### src/rtl/rx_frame_ctrl.sv
// RX frame sequencer: assembles 5-byte frames (ID, CMD, DATA_L, DATA_H, CHK) and publishes good ones.
// Optional feature macro: RX_CHECKSUM_EN (defined = verify CHK, undefined = accept any well-framed frame).
module rx_frame_ctrl #(
  parameter int TIMEOUT_CYCLES = 1024,
  parameter int TOWIDTH        = 10
) (
  input  logic        PCLK_rx,
  input  logic        PRESETn_rx,
  input  logic        rx_byte_valid_i,
  input  logic [7:0]  rx_byte_i,
  input  logic        rx_byte_err_i,
  input  logic        read_enable_rx,
  output logic [11:0] reg_receive_rx,
  output logic [7:0]  reg_id_rx,
  output logic [7:0]  reg_command_rx,
  output logic [15:0] reg_data_field_rx,
  output logic [7:0]  reg_status_rx
);

  typedef enum logic [2:0] {
    S_IDLE,
    S_GET_CMD,
    S_GET_DL,
    S_GET_DH,
    S_GET_CHK
  } state_t;

  state_t             r_state;
  logic               r_busy;
  logic [TOWIDTH-1:0] r_to_cnt;
  logic               r_rd_d;
  logic [7:0]         r_sh_id, r_sh_cmd, r_sh_dl, r_sh_dh;
  logic [7:0]         r_id, r_cmd, r_dl, r_dh, r_chk;
  logic [3:0]         r_seq;
  logic               r_ready, r_ovr, r_fe, r_to_flag;

  logic w_consume, w_ok_strobe, w_err_strobe, w_timeout;
  logic w_frame_done, w_chk_ok, w_good, w_cerr_bit;

  assign w_consume    = read_enable_rx & ~r_rd_d;
  assign w_ok_strobe  = rx_byte_valid_i & ~rx_byte_err_i;
  assign w_err_strobe = rx_byte_valid_i & rx_byte_err_i;
  // A strobe on the expiry cycle restarts the counter, so the byte wins over the timeout.
  assign w_timeout    = ~rx_byte_valid_i & (r_state != S_IDLE) &
                        (r_to_cnt == TOWIDTH'(TIMEOUT_CYCLES - 1));
  assign w_frame_done = w_ok_strobe & (r_state == S_GET_CHK);

`ifdef RX_CHECKSUM_EN
  logic [7:0] w_sum;
  logic       r_cerr;
  assign w_sum      = r_sh_id + r_sh_cmd + r_sh_dl + r_sh_dh;
  assign w_chk_ok   = (rx_byte_i == ~w_sum);
  assign w_cerr_bit = r_cerr;

  always_ff @(posedge PCLK_rx or negedge PRESETn_rx) begin
    if (!PRESETn_rx) r_cerr <= 1'b0;
    else             r_cerr <= (w_frame_done & ~w_chk_ok) | (r_cerr & ~w_consume);
  end
`else
  assign w_chk_ok   = 1'b1;
  assign w_cerr_bit = 1'b0;
`endif

  assign w_good = w_frame_done & w_chk_ok;

  always_ff @(posedge PCLK_rx or negedge PRESETn_rx) begin
    if (!PRESETn_rx) begin
      r_state  <= S_IDLE;
      r_busy   <= 1'b0;
      r_to_cnt <= '0;
      r_rd_d   <= 1'b0;
      r_sh_id  <= '0;
      r_sh_cmd <= '0;
      r_sh_dl  <= '0;
      r_sh_dh  <= '0;
      r_id     <= '0;
      r_cmd    <= '0;
      r_dl     <= '0;
      r_dh     <= '0;
      r_chk    <= '0;
      r_seq    <= '0;
    end else begin
      r_rd_d <= read_enable_rx;

      if (rx_byte_valid_i || (r_state == S_IDLE) || w_timeout) r_to_cnt <= '0;
      else                                                    r_to_cnt <= r_to_cnt + 1'b1;

      if (w_err_strobe || w_timeout) begin
        r_state <= S_IDLE;
        r_busy  <= 1'b0;
      end else if (w_ok_strobe) begin
        case (r_state)
          S_IDLE: begin
            r_sh_id <= rx_byte_i;
            r_state <= S_GET_CMD;
            r_busy  <= 1'b1;
          end
          S_GET_CMD: begin
            r_sh_cmd <= rx_byte_i;
            r_state  <= S_GET_DL;
            r_busy   <= 1'b1;
          end
          S_GET_DL: begin
            r_sh_dl <= rx_byte_i;
            r_state <= S_GET_DH;
            r_busy  <= 1'b1;
          end
          S_GET_DH: begin
            r_sh_dh <= rx_byte_i;
            r_state <= S_GET_CHK;
            r_busy  <= 1'b1;
          end
          S_GET_CHK: begin
            r_state <= S_IDLE;
            r_busy  <= 1'b0;
            if (w_chk_ok) begin
              r_id  <= r_sh_id;
              r_cmd <= r_sh_cmd;
              r_dl  <= r_sh_dl;
              r_dh  <= r_sh_dh;
              r_chk <= rx_byte_i;
              r_seq <= r_seq + 4'd1;
            end
          end
          default: begin
            r_state <= S_IDLE;
            r_busy  <= 1'b0;
          end
        endcase
      end
    end
  end

  // Sticky flags: a set on the consume cycle always beats the clear.
  always_ff @(posedge PCLK_rx or negedge PRESETn_rx) begin
    if (!PRESETn_rx) begin
      r_ready   <= 1'b0;
      r_ovr     <= 1'b0;
      r_fe      <= 1'b0;
      r_to_flag <= 1'b0;
    end else begin
      r_ready   <= w_good | (r_ready & ~w_consume);
      r_ovr     <= (w_good & r_ready & ~w_consume) | (r_ovr & ~w_consume);
      r_fe      <= w_err_strobe | (r_fe & ~w_consume);
      r_to_flag <= w_timeout | (r_to_flag & ~w_consume);
    end
  end

  assign reg_receive_rx    = {r_seq, r_chk};
  assign reg_id_rx         = r_id;
  assign reg_command_rx    = r_cmd;
  assign reg_data_field_rx = {r_dh, r_dl};
  assign reg_status_rx     = {r_busy, 2'b00, r_to_flag, r_fe, r_ovr, w_cerr_bit, r_ready};

endmodule

### config.mk
export PLATFORM = sky130hd
export DESIGN_NAME = rx_frame_ctrl
export DESIGN_NICKNAME = d
export VERILOG_FILES = /design/src/rtl/rx_frame_ctrl.sv
export SDC_FILE = /design/constraint.sdc
export NUM_CORES = 1
export LEC_CHECK = 0
export BUFFER_PORTS_ARGS = -buffer_cell sky130_fd_sc_hd__buf_2
export CAP_MARGIN = 20
export CORE_ASPECT_RATIO = 0.7
export CORE_MARGIN = 2
export CORE_UTILIZATION = 45
export CTS_BUF_LIST = sky130_fd_sc_hd__clkbuf_4 sky130_fd_sc_hd__clkbuf_8 sky130_fd_sc_hd__clkbuf_16
export DETAILED_ROUTE_END_ITERATION = 8
export PLACE_DENSITY = 0.66
export SLEW_MARGIN = 20
export SYNTH_ARGS = -nofsm -noshare
export SYNTH_HDL_FRONTEND = slang
export SYNTH_SLANG_ARGS = --single-unit
### constraint.sdc
create_clock -name PCLK_rx -period 2 [get_ports PCLK_rx]
set_input_delay 0.5 -clock PCLK_rx [delete_from_list [all_inputs] [get_ports PCLK_rx]]
set_output_delay 0.5 -clock PCLK_rx [all_outputs]
set_load 0.02 [all_outputs]
==> flow_summary.yaml, run 1 <==
run_status:
  outcome: "finished clean"
worst_setup_path:
  end_kind: "flop"
  r2r_cells: 4
  endpoint: "r_chk[5]"
  path_class: "reg -> reg"
  cp-start-kind: "flop"
  cp.arrival_ps: 1960
  cp_top_family: "simple AND/OR/NAND/NOR gates"
  r2r_slack_ps: 260
  slowest_stage: "dfrtp_1"
  cp.required_ps: 2220
  worstSetupPathDepth: 4
  r2r_end: "r_chk[5]"
  r2r_start: "r_state[2]"
  path_buf_inv: 1
  critPathMaxStageDelay_ps: 450
  cp_cell_sequence: "nor2b_1, nand2_2, buf_12, mux2_4"
  cp-startpoint: "r_state[2]"
  path_max_fanout: 14
synthesis:
  synth.top_cell.area_share: 0.601
  yosys_warnings: 0
  netlist_area_sq_um: 3960
  synthTopCellsByArea: "dfrtp_1 60%, mux2_4 14%, mux2_2 10%, buf_4 1.5%, buf_6 1.1%"
  syn_avg_cell_area_sq_um: 15.0
  synth_edf_count: 0
  synth-seq-cells: 95
  synth_top_area_cell: "dfrtp_1"
  syn-instance-count: 263
  synth_cell_types: 38
  synth-main-ff-cell: "dfrtp_1"
  async_flop_share: 1.00
  synth_common_cells: "95 x dfrtp_1, 38 x mux2_4, 35 x mux2_2"
  yosysMostFrequentCell: "dfrtp_1"
  yosysSeqAreaShare: 0.601
cts:
  cts_setup_buffers: 0
  htree_levels: 3
  insertion_delay_ps: 340
  tritoncts: "built"
  cts.sinks: 95
  clkTransAtPathRegs_ps: 60
  holdBufCountCts: 0
  root_buffer: "clkbuf_16"
  clockBufferDepth: 2
  numCtsBuffers: 9
  cts-resized-gates: 0
die:
  die_y_microns: 82.5
  rows: 28
  die-width_microns: 116
  ios: 65
  core_area_sq_um: 8510
  initial_core_util: 0.465
  dieArea_sq_um: 9570
final_layout:
  drive_gt1_frac: 0.488
  fillCellCount: 706
  fin_nets: 346
  multi_input_area_sq_um: 1450
  area_growth_pct: 19.3
  antenna_cells: 0
  regArea_sq_um: 2380
global_route:
  gr-usage-all-layers: 0.172
  grt_antenna_before_repair: 0
  grt_pass1_wl_microns: 12200
  first_global_vias: 2338
  grt_max_degree: 37
  grt_remaining_overflow: 0
timing:
  tightest_slew_ps: 516
  setup_viol: 0
  rsz0062_at_grt: "no"
  fmax_ghz: 0.574
  timing.final.crit_share: 0.871
  holdWs_ps: 117
  slew_viol_final: 0
  slew_headroom: 0.656
  fin_crit_ps: 1740
  finalSetupTns_ps: 0
  hold_violations: 0
  fin_skew_ps: 8.26
route:
  vias: 2260
  drtIter0Drc: 181
  drc: 0
  routed_wl_microns: 7280
  dr.pass1.iters: 4
  via_per_inst: 4.96
  routedWlPerCell_microns: 16.0
  postRouteAntennaNets: 0
power_and_ir_drop:
  power.leakage_nw: 2.45
  power.density_nw_per_um2: 1170
  power_mw: 5.53
  peakVddDrop_mv: 0.708
hold_path:
  min_path_type: "in -> async"
place:
  io_buffers: 61
  gp_congestion: 0.831
  hpwl_microns: 4980
job:
  drv_cap: 0
state kept, by name (all words and copies together) (netlist names), 8 cells and up:
| signal | flops |
|---|---|
| r_sh_dh | 8 |
| r_sh_cmd | 8 |
| r_sh_dl | 8 |
| r_to_cnt | 10 |
| r_dl | 8 |
| reg_id_rx | 8 |
| r_dh | 8 |
| reg_command_rx | 8 |
| r_chk | 8 |
| r_sh_id | 8 |
worst min-delay path by stage:
stage | startpoint | end
finish | PRESETn_rx | r_chk[0]
global route | PRESETn_rx | reg_id_rx[1]
CTS | PRESETn_rx | r_busy
detailed placement | r_seq[3] | r_seq[3]
global placement | r_seq[3] | r_seq[3]
floorplan | PRESETn_rx | r_busy
per-stage QoR:
step,area (sq um),instances,worst slack [ps],util
global placement,4440,440,58.1,0.521
detailed placement,4440,440,40.8,0.521
CTS,4720,456,259,0.555
global route,4720,456,160,0.555
floorplan,3970,265,320,-
finish,4720,456,258,0.555
placed cells by master, fill, tap and decap left out, types with 2 or more instances in the layout:
cell	count
or3_1	3
mux2_2	35
ha_1	2
or4_1	2
buf_4	6
nor2b_1	3
conb_1	3
nand2b_1	2
buf_2	60
a21oi_1	8
nand2_1	7
o21ai_0	3
nand3_1	7
nor3_1	3
nor2_1	5
clkbuf_4	2
xor2_1	2
buf_12	5
inv_1	5
o31ai_1	2
clkinv_2	2
dfrtp_1	95
a22oi_1	2
a22o_1	2
xnor2_1	4
and3_1	2
clkbuf_16	9
mux2_4	38
clkbuf_8	2
nand4_1	2
a211oi_1	2
layout make-up:
type | instances | share of cell area
well taps | 120 | 0.0318
clock buffers | 13 | 0.0567
multi-input cells | 149 | 0.306
repair buffers | 71 | 0.0943
clock inverters | 3 | 0.00371
flip-flops and latches | 95 | 0.503
inverters | 5 | 0.00397
metal layers:
metal	track usage	vias to the layer above	wire (microns)	part of all wire
li1	-	1057	-	-
met1	0.245	1133	3710	0.51
met2	0.246	59	3030	0.42
met3	0.0620	11	453	0.062
met4	0.0571	0	87	0.012
met5	0	-	0	0
kinds of logic (layout without fill, tap and decap cells):
| logic type | after synthesis | after routing | share of synthesized area |
|---|---|---|---|
| other | 1 | 3 | 0.000948 |
| adder cells (fa/ha/maj) | 2 | 2 | 0.00632 |
| AO/OA/AOI/OAI | 22 | 22 | 0.0357 |
| XOR/XNOR | 6 | 6 | 0.0133 |
| flip-flops | 95 | 95 | 0.601 |
| AND/OR/NAND/NOR | 43 | 43 | 0.0632 |
| multiplexers | 73 | 73 | 0.244 |
| buffers and inverters | 21 | 92 | 0.0360 |
report_power, final:
part	internal [mW]	switching, mW
clock	0.934	0.674
combinational	0.642	0.554
sequential	2.43	0.297
Note: power is estimated with default switching activity, not from simulation.
==> run 2, diff against run 1 <==
--- a/config.mk
+++ b/config.mk
@@ -5,7 +5,8 @@
 export SDC_FILE = /design/constraint.sdc
 export NUM_CORES = 1
 export LEC_CHECK = 0
-export BUFFER_PORTS_ARGS = -buffer_cell sky130_fd_sc_hd__buf_2
+export ABC_AREA = 1
+export BUFFER_PORTS_ARGS = -buffer_cell sky130_fd_sc_hd__buf_4
 export CAP_MARGIN = 20
 export CORE_ASPECT_RATIO = 0.7
 export CORE_MARGIN = 2
==> run 2 against run 1 <==
Register-to-register slack gained 90 ps. Fmax up 5.3%. Largest power group unchanged. Sequential share of layout area shrank 0.72 points. Flip-flop and latch count unchanged. Worst setup slack gained 88 ps. Largest cell class unchanged.
==> flow_summary.yaml, run 2 <==
final_layout:
  design_area_sq_um: 4790
  mostFrequentLayoutCells: "168 x nand2_1, 95 x dfrtp_1, 62 x buf_4, 26 x nor2_1, 25 x inv_1"
  final_common_cell: "nand2_1"
  largest_register_ffs: 10
  antenna_cells: 0
  drive_gt1_frac: 0.237
  top_register: "r_to_cnt"
  area_growth_pct: 19.9
  fin_nets: 493
  fin_util: 0.560
timing:
  finalSetupTns_ps: 0
  fin_crit_ps: 1650
  setup_viol: 0
  hold_violations: 0
  fmax_ghz: 0.605
  timing.final.crit_share: 0.827
  slew_viol_final: 0
  rsz0062_at_grt: "no"
  fin_skew_ps: 8.04
cts:
  cts.sinks: 95
  holdBufCountCts: 0
  clockBufferDepth: 2
  tritoncts: "built"
  htree_levels: 3
  root_buffer: "clkbuf_16"
  insertion_delay_ps: 340
  cts_setup_buffers: 0
  clkTransAtPathRegs_ps: 70
  numCtsBuffers: 9
  cts-resized-gates: 0
place:
  hpwl_microns: 5570
  gp_congestion: 0.797
  io_buffers: 61
  place_area_sq_um: 4470
route:
  drtIter0Drc: 167
  routed_wl_microns: 8280
  via_per_inst: 4.80
  postRouteAntennaNets: 0
  drc: 0
  vias: 2890
  routedWlPerCell_microns: 13.8
  dr.pass1.iters: 4
synthesis:
  yosysSeqAreaShare: 0.595
  synth.top_cell.area_share: 0.595
  yosysMostFrequentCell: "nand2_1"
  synth-seq-cells: 95
  async_flop_share: 1.00
  synth_edf_count: 0
  netlist_area_sq_um: 4000
  yosys_warnings: 0
  synthTopCellsByArea: "dfrtp_1 59%, nand2_1 16%, o21ai_2 3.7%, nor2_1 2.4%, inv_1 2.3%"
  synth-main-ff-cell: "dfrtp_1"
  syn_avg_cell_area_sq_um: 9.49
  syn-instance-count: 421
  synth_top_area_cell: "dfrtp_1"
  synth_cell_types: 29
  synth_common_cells: "168 x nand2_1, 95 x dfrtp_1, 26 x nor2_1"
power_and_ir_drop:
  power.leakage_nw: 2.52
  pwr-share-clk: 0.357
  power.density_nw_per_um2: 1080
  seqPwrFrac: 0.481
  p_comb_frac: 0.162
  peakVddDrop_mv: 0.485
  internal-power_mw: 3.77
  swShare: 0.271
  power.switching_mw: 1.40
die:
  rows: 28
  dieArea_sq_um: 9660
  core_area_sq_um: 8550
  ios: 65
  die-width_microns: 117
  die_y_microns: 82.8
  initial_core_util: 0.468
worst_setup_path:
  cp-start-kind: "flop"
  r2r_cells: 6
  cp.required_ps: 2210
  path_max_fanout: 6
  path_class: "reg -> reg"
  end_kind: "flop"
  cp.arrival_ps: 1870
global_route:
  grt_pass1_wl_microns: 13700
  first_global_vias: 2749
  grt_remaining_overflow: 0
  grt_max_degree: 78
  grt_antenna_before_repair: 0
  gr-usage-all-layers: 0.184
job:
  drv_cap: 0
run_status:
  outcome: "finished clean"
hold_path:
  min_path_type: "in -> async"
==> run 2: changes by cell type in the layout (fill, tap and decap cells not counted), sizes merged, moves of 3 or more <==
cell,before,now
buf,71,65
inv,5,29
mux2,73,0
nand2,8,174
nand3,7,11
nor2,5,28
nor2b,3,0
o21ai,3,45
or3,3,0
==> run 2: area by class of cell <==
| cell class | count | area (sq um) |
|---|---|---|
| Fill cell | 816 | 3760 |
| Sequential cell | 95 | 2380 |
| Multi-Input combinational cell | 278 | 1310 |
| Timing Repair Buffer | 65 | 526 |
| Clock buffer | 12 | 254 |
| Tap cell | 120 | 150 |
| Inverter | 29 | 111 |
| Clock inverter | 3 | 67.6 |
==> run 2: path summary, 6_finish.rpt <==
kind                                start                end  slack (ps)
min in group PCLK_rx       read_enable_rx             r_rd_d         270
max                           r_to_cnt[0]             r_busy         350
min                            PRESETn_rx        r_to_cnt[8]          30
min reg2reg                   r_sh_cmd[6]  reg_command_rx[6]         460
max in group asynchronous      PRESETn_rx         r_sh_dh[3]        1290
max reg2reg                   r_to_cnt[0]             r_busy         350
==> run 2: power by group through the flow <==
stage	combinational, mW	sequential (mW)	clock, mW
3_5_place_dp	0.849	2.52	0
3_3_place_gp	0.823	2.51	0
2_1_floorplan	0.415	2.61	0
6_report	0.838	2.49	1.85
5_1_grt	0.947	2.53	1.96
4_1_cts	0.851	2.49	1.88
==> run 2: kinds of logic (layout without fill, tap and decap cells) <==
family / after synthesis / after routing / share of synthesized area
AO/OA/AOI/OAI: 52 / 52 / 0.0817
XOR/XNOR: 3 / 3 / 0.00658
adder cells (fa/ha/maj): 2 / 2 / 0.00626
buffers and inverters: 50 / 109 / 0.0805
flip-flops: 95 / 95 / 0.595
other: 1 / 3 / 0.000938
AND/OR/NAND/NOR: 218 / 218 / 0.229
==> run 2: per-layer routing <==
| metal | vias up | wire length, microns | share of wire | GRT usage |
|---|---|---|---|---|
| met5 | - | 0 | 0 | 0 |
| met4 | 0 | 87 | 0.011 | 0.0545 |
| met3 | 13 | 425 | 0.051 | 0.0533 |
| met2 | 63 | 3590 | 0.43 | 0.255 |
| met1 | 1394 | 4180 | 0.50 | 0.282 |
| li1 | 1420 | - | - | - |
==> run 2: critical path, cell delays in order (launching register included) <==
cell and delay [ps]:
dfrtp_1 420, ha_1 220, nand2_1 90, nor2_1 200
nand3_1 210, nor2_1 280, a21oi_1 90
==> run 2: stage by stage <==
stage          cells  hold WS (ps)  power (mW)  worst slack [ps]
2_1_floorplan    423           204        3.02               629
3_3_place_gp     587           396        3.33               388
3_5_place_dp     587           403        3.37               330
4_1_cts          602          29.1        5.22               311
5_1_grt          602          37.2        5.43               125
6_report         602          25.0        5.18               346
==> run 3, diff against run 2 <==
--- a/config.mk
+++ b/config.mk
@@ -13,7 +13,7 @@
 export CORE_UTILIZATION = 45
 export CTS_BUF_LIST = sky130_fd_sc_hd__clkbuf_4 sky130_fd_sc_hd__clkbuf_8 sky130_fd_sc_hd__clkbuf_16
 export DETAILED_ROUTE_END_ITERATION = 8
-export PLACE_DENSITY = 0.66
+export PLACE_DENSITY = 0.68
 export SLEW_MARGIN = 20
 export SYNTH_ARGS = -nofsm -noshare
 export SYNTH_HDL_FRONTEND = slang
==> constraint.sdc (replaced) <==
create_clock -name PCLK_rx -period 1.35 [get_ports PCLK_rx]
set_input_delay 0.3375 -clock PCLK_rx [delete_from_list [all_inputs] [get_ports PCLK_rx]]
set_output_delay 0.3375 -clock PCLK_rx [all_outputs]
set_load 0.02 [all_outputs]
==> run 3 against run 2 <==
Power increased by 49%. Final area increased by 5.4%. Flip-flop and latch count unchanged. Fmax increased by 26%. Critical path type unchanged. Largest cell class unchanged.
==> flow_summary.yaml, run 3 (same netlist as run 2, synthesis figures left out) <==
power_and_ir_drop:
  peakVddDrop_mv: 0.723
  power.leakage_nw: 2.65
  power.density_nw_per_um2: 1530
run_status:
  outcome: "finished clean"
route:
  wl_met2_microns: 3710
  routedWlPerCell_microns: 13.4
  wl_met1_microns: 3990
  highest_layer: "met4"
  dr.pass1.iters: 4
  via_per_inst: 4.73
  drtIter0Drc: 187
  wl_met3_microns: 581
  postRouteAntennaNets: 0
  routed_wl_microns: 8350
  vias: 2950
  drc: 0
final_layout:
  fin_nets: 514
  final_common_cell: "nand2_1"
  largest_register_ffs: 10
  antenna_cells: 0
  fin_util: 0.591
  mostFrequentLayoutCells: "165 x nand2_1, 95 x dfrtp_1, 78 x buf_4, 25 x inv_1, 22 x nor2_1"
  fillCellCount: 754
  area_growth_pct: 26.3
  top_register: "r_to_cnt"
  drive_gt1_frac: 0.288
die:
  rows: 28
  die_y_microns: 82.8
  initial_core_util: 0.468
  dieArea_sq_um: 9660
  die-width_microns: 117
  ios: 65
  core_area_sq_um: 8550
job:
  drv_cap: 0
worst_setup_path:
  cp-startpoint: "r_state[0]"
  r2r_start: "r_state[0]"
  end_kind: "flop"
  cp_cell_sequence: "inv_2, nand2_2, nor3_4, buf_12, nand2_4, nand2_1, o21ai_1"
  slowest_stage: "dfrtp_1"
  cp-start-kind: "flop"
  cp.required_ps: 1570
  path_buf_inv: 2
  path_max_fanout: 8
  cp.arrival_ps: 1530
  cp_top_family: "simple AND/OR/NAND/NOR gates"
  path_class: "reg -> reg"
  critPathMaxStageDelay_ps: 410
cts:
  htree_levels: 3
  insertion_delay_ps: 340
  clkTransAtPathRegs_ps: 60
  root_buffer: "clkbuf_16"
  cts.sinks: 95
  clockBufferDepth: 2
  tritoncts: "built"
  numCtsBuffers: 9
timing:
  fin_crit_ps: 1310
  slew_viol_final: 0
  holdWs_ps: 111
  fin_skew_ps: 5.83
  rsz0062_at_grt: "yes"
  setup_viol: 0
  fmax_ghz: 0.763
  timing.final.crit_share: 0.970
  hold_violations: 0
place:
  hpwl_microns: 5420
  gp_congestion: 0.817
  io_buffers: 61
hold_path:
  min_from: "read_enable_rx"
  min_path_type: "in -> reg"
global_route:
  grt_max_degree: 65
  first_global_vias: 2813
  grt_antenna_before_repair: 0
  grt_pass1_wl_microns: 13700
  grt_remaining_overflow: 0
  gr-usage-all-layers: 0.182
-- run 3: cell count changes in the layout (fill, tap and decap cells not counted), moves of 2 or more --
| cell | before | now |
|---|---|---|
| nand2_4 | 0 | 3 |
| nor2_1 | 26 | 22 |
| buf_12 | 3 | 5 |
| nand2_8 | 0 | 2 |
| clkinv_2 | 0 | 2 |
| nor2_2 | 1 | 4 |
| buf_4 | 62 | 78 |
| nand2_1 | 168 | 165 |
-- run 3: timing repair --
item	4_1_cts	5_1_grt
pin swaps	0	3
resized for setup	0	17
endpoints found under the hold margin	0	1
setup endpoints to repair	6	39
hold buffers	0	1
buffers inserted	0	4
cloned	0	2
-- run 3: per-layer routing --
metal | global-route usage | vias to the layer above
met1 | 0.262 | 1407
li1 | - | 1458
met3 | 0.0613 | 8
met4 | 0.0513 | 0
met5 | 0 | -
met2 | 0.266 | 77
-- run 3: where the power goes --
part	switching, mW	internal [mW]
clock network	1.04	1.64
logic	0.783	0.587
registers	0.300	3.36
total	2.13	5.59
-- run 3: area by class of cell --
cell class | count | area, sq um | share of cell area
Clock inverter | 6 | 85.1 | 0.0169
Tap cell | 120 | 150 | 0.0297
Clock buffer | 10 | 233 | 0.0461
Multi-Input combinational cell | 280 | 1400 | 0.277
Inverter | 29 | 111 | 0.0221
Sequential cell | 95 | 2380 | 0.471
Timing Repair Buffer | 84 | 696 | 0.138
-- run 3: worst paths after layout --
| check | endpoint | slack [ps] | cells after the start |
|---|---|---|---|
| max | r_sh_dl[3] | 40 | 7 |
| max in group asynchronous | reg_command_rx[2] | 480 | 3 |
| min | r_rd_d | 110 | 1 |
| min reg2reg | r_dh[1] | 470 | 2 |
| max reg2reg | r_sh_dl[3] | 40 | 7 |
| min in group asynchronous | r_sh_dl[2] | 530 | 3 |
-- run 3: stage by stage --
stage	power, mW	area (sq um)	worst slack (ps)	instances	setup TNS (ps)
final	7.71	5050	40.1	624	0
after global routing	8.15	5050	-23.8	624	-55.2
after CTS	7.71	4910	-8.09	617	-31.1
after detailed placement	5.01	4590	-11.3	601	-35.6
after global placement	4.97	4590	37.9	601	0
after floorplan	4.48	4010	7.70	423	0
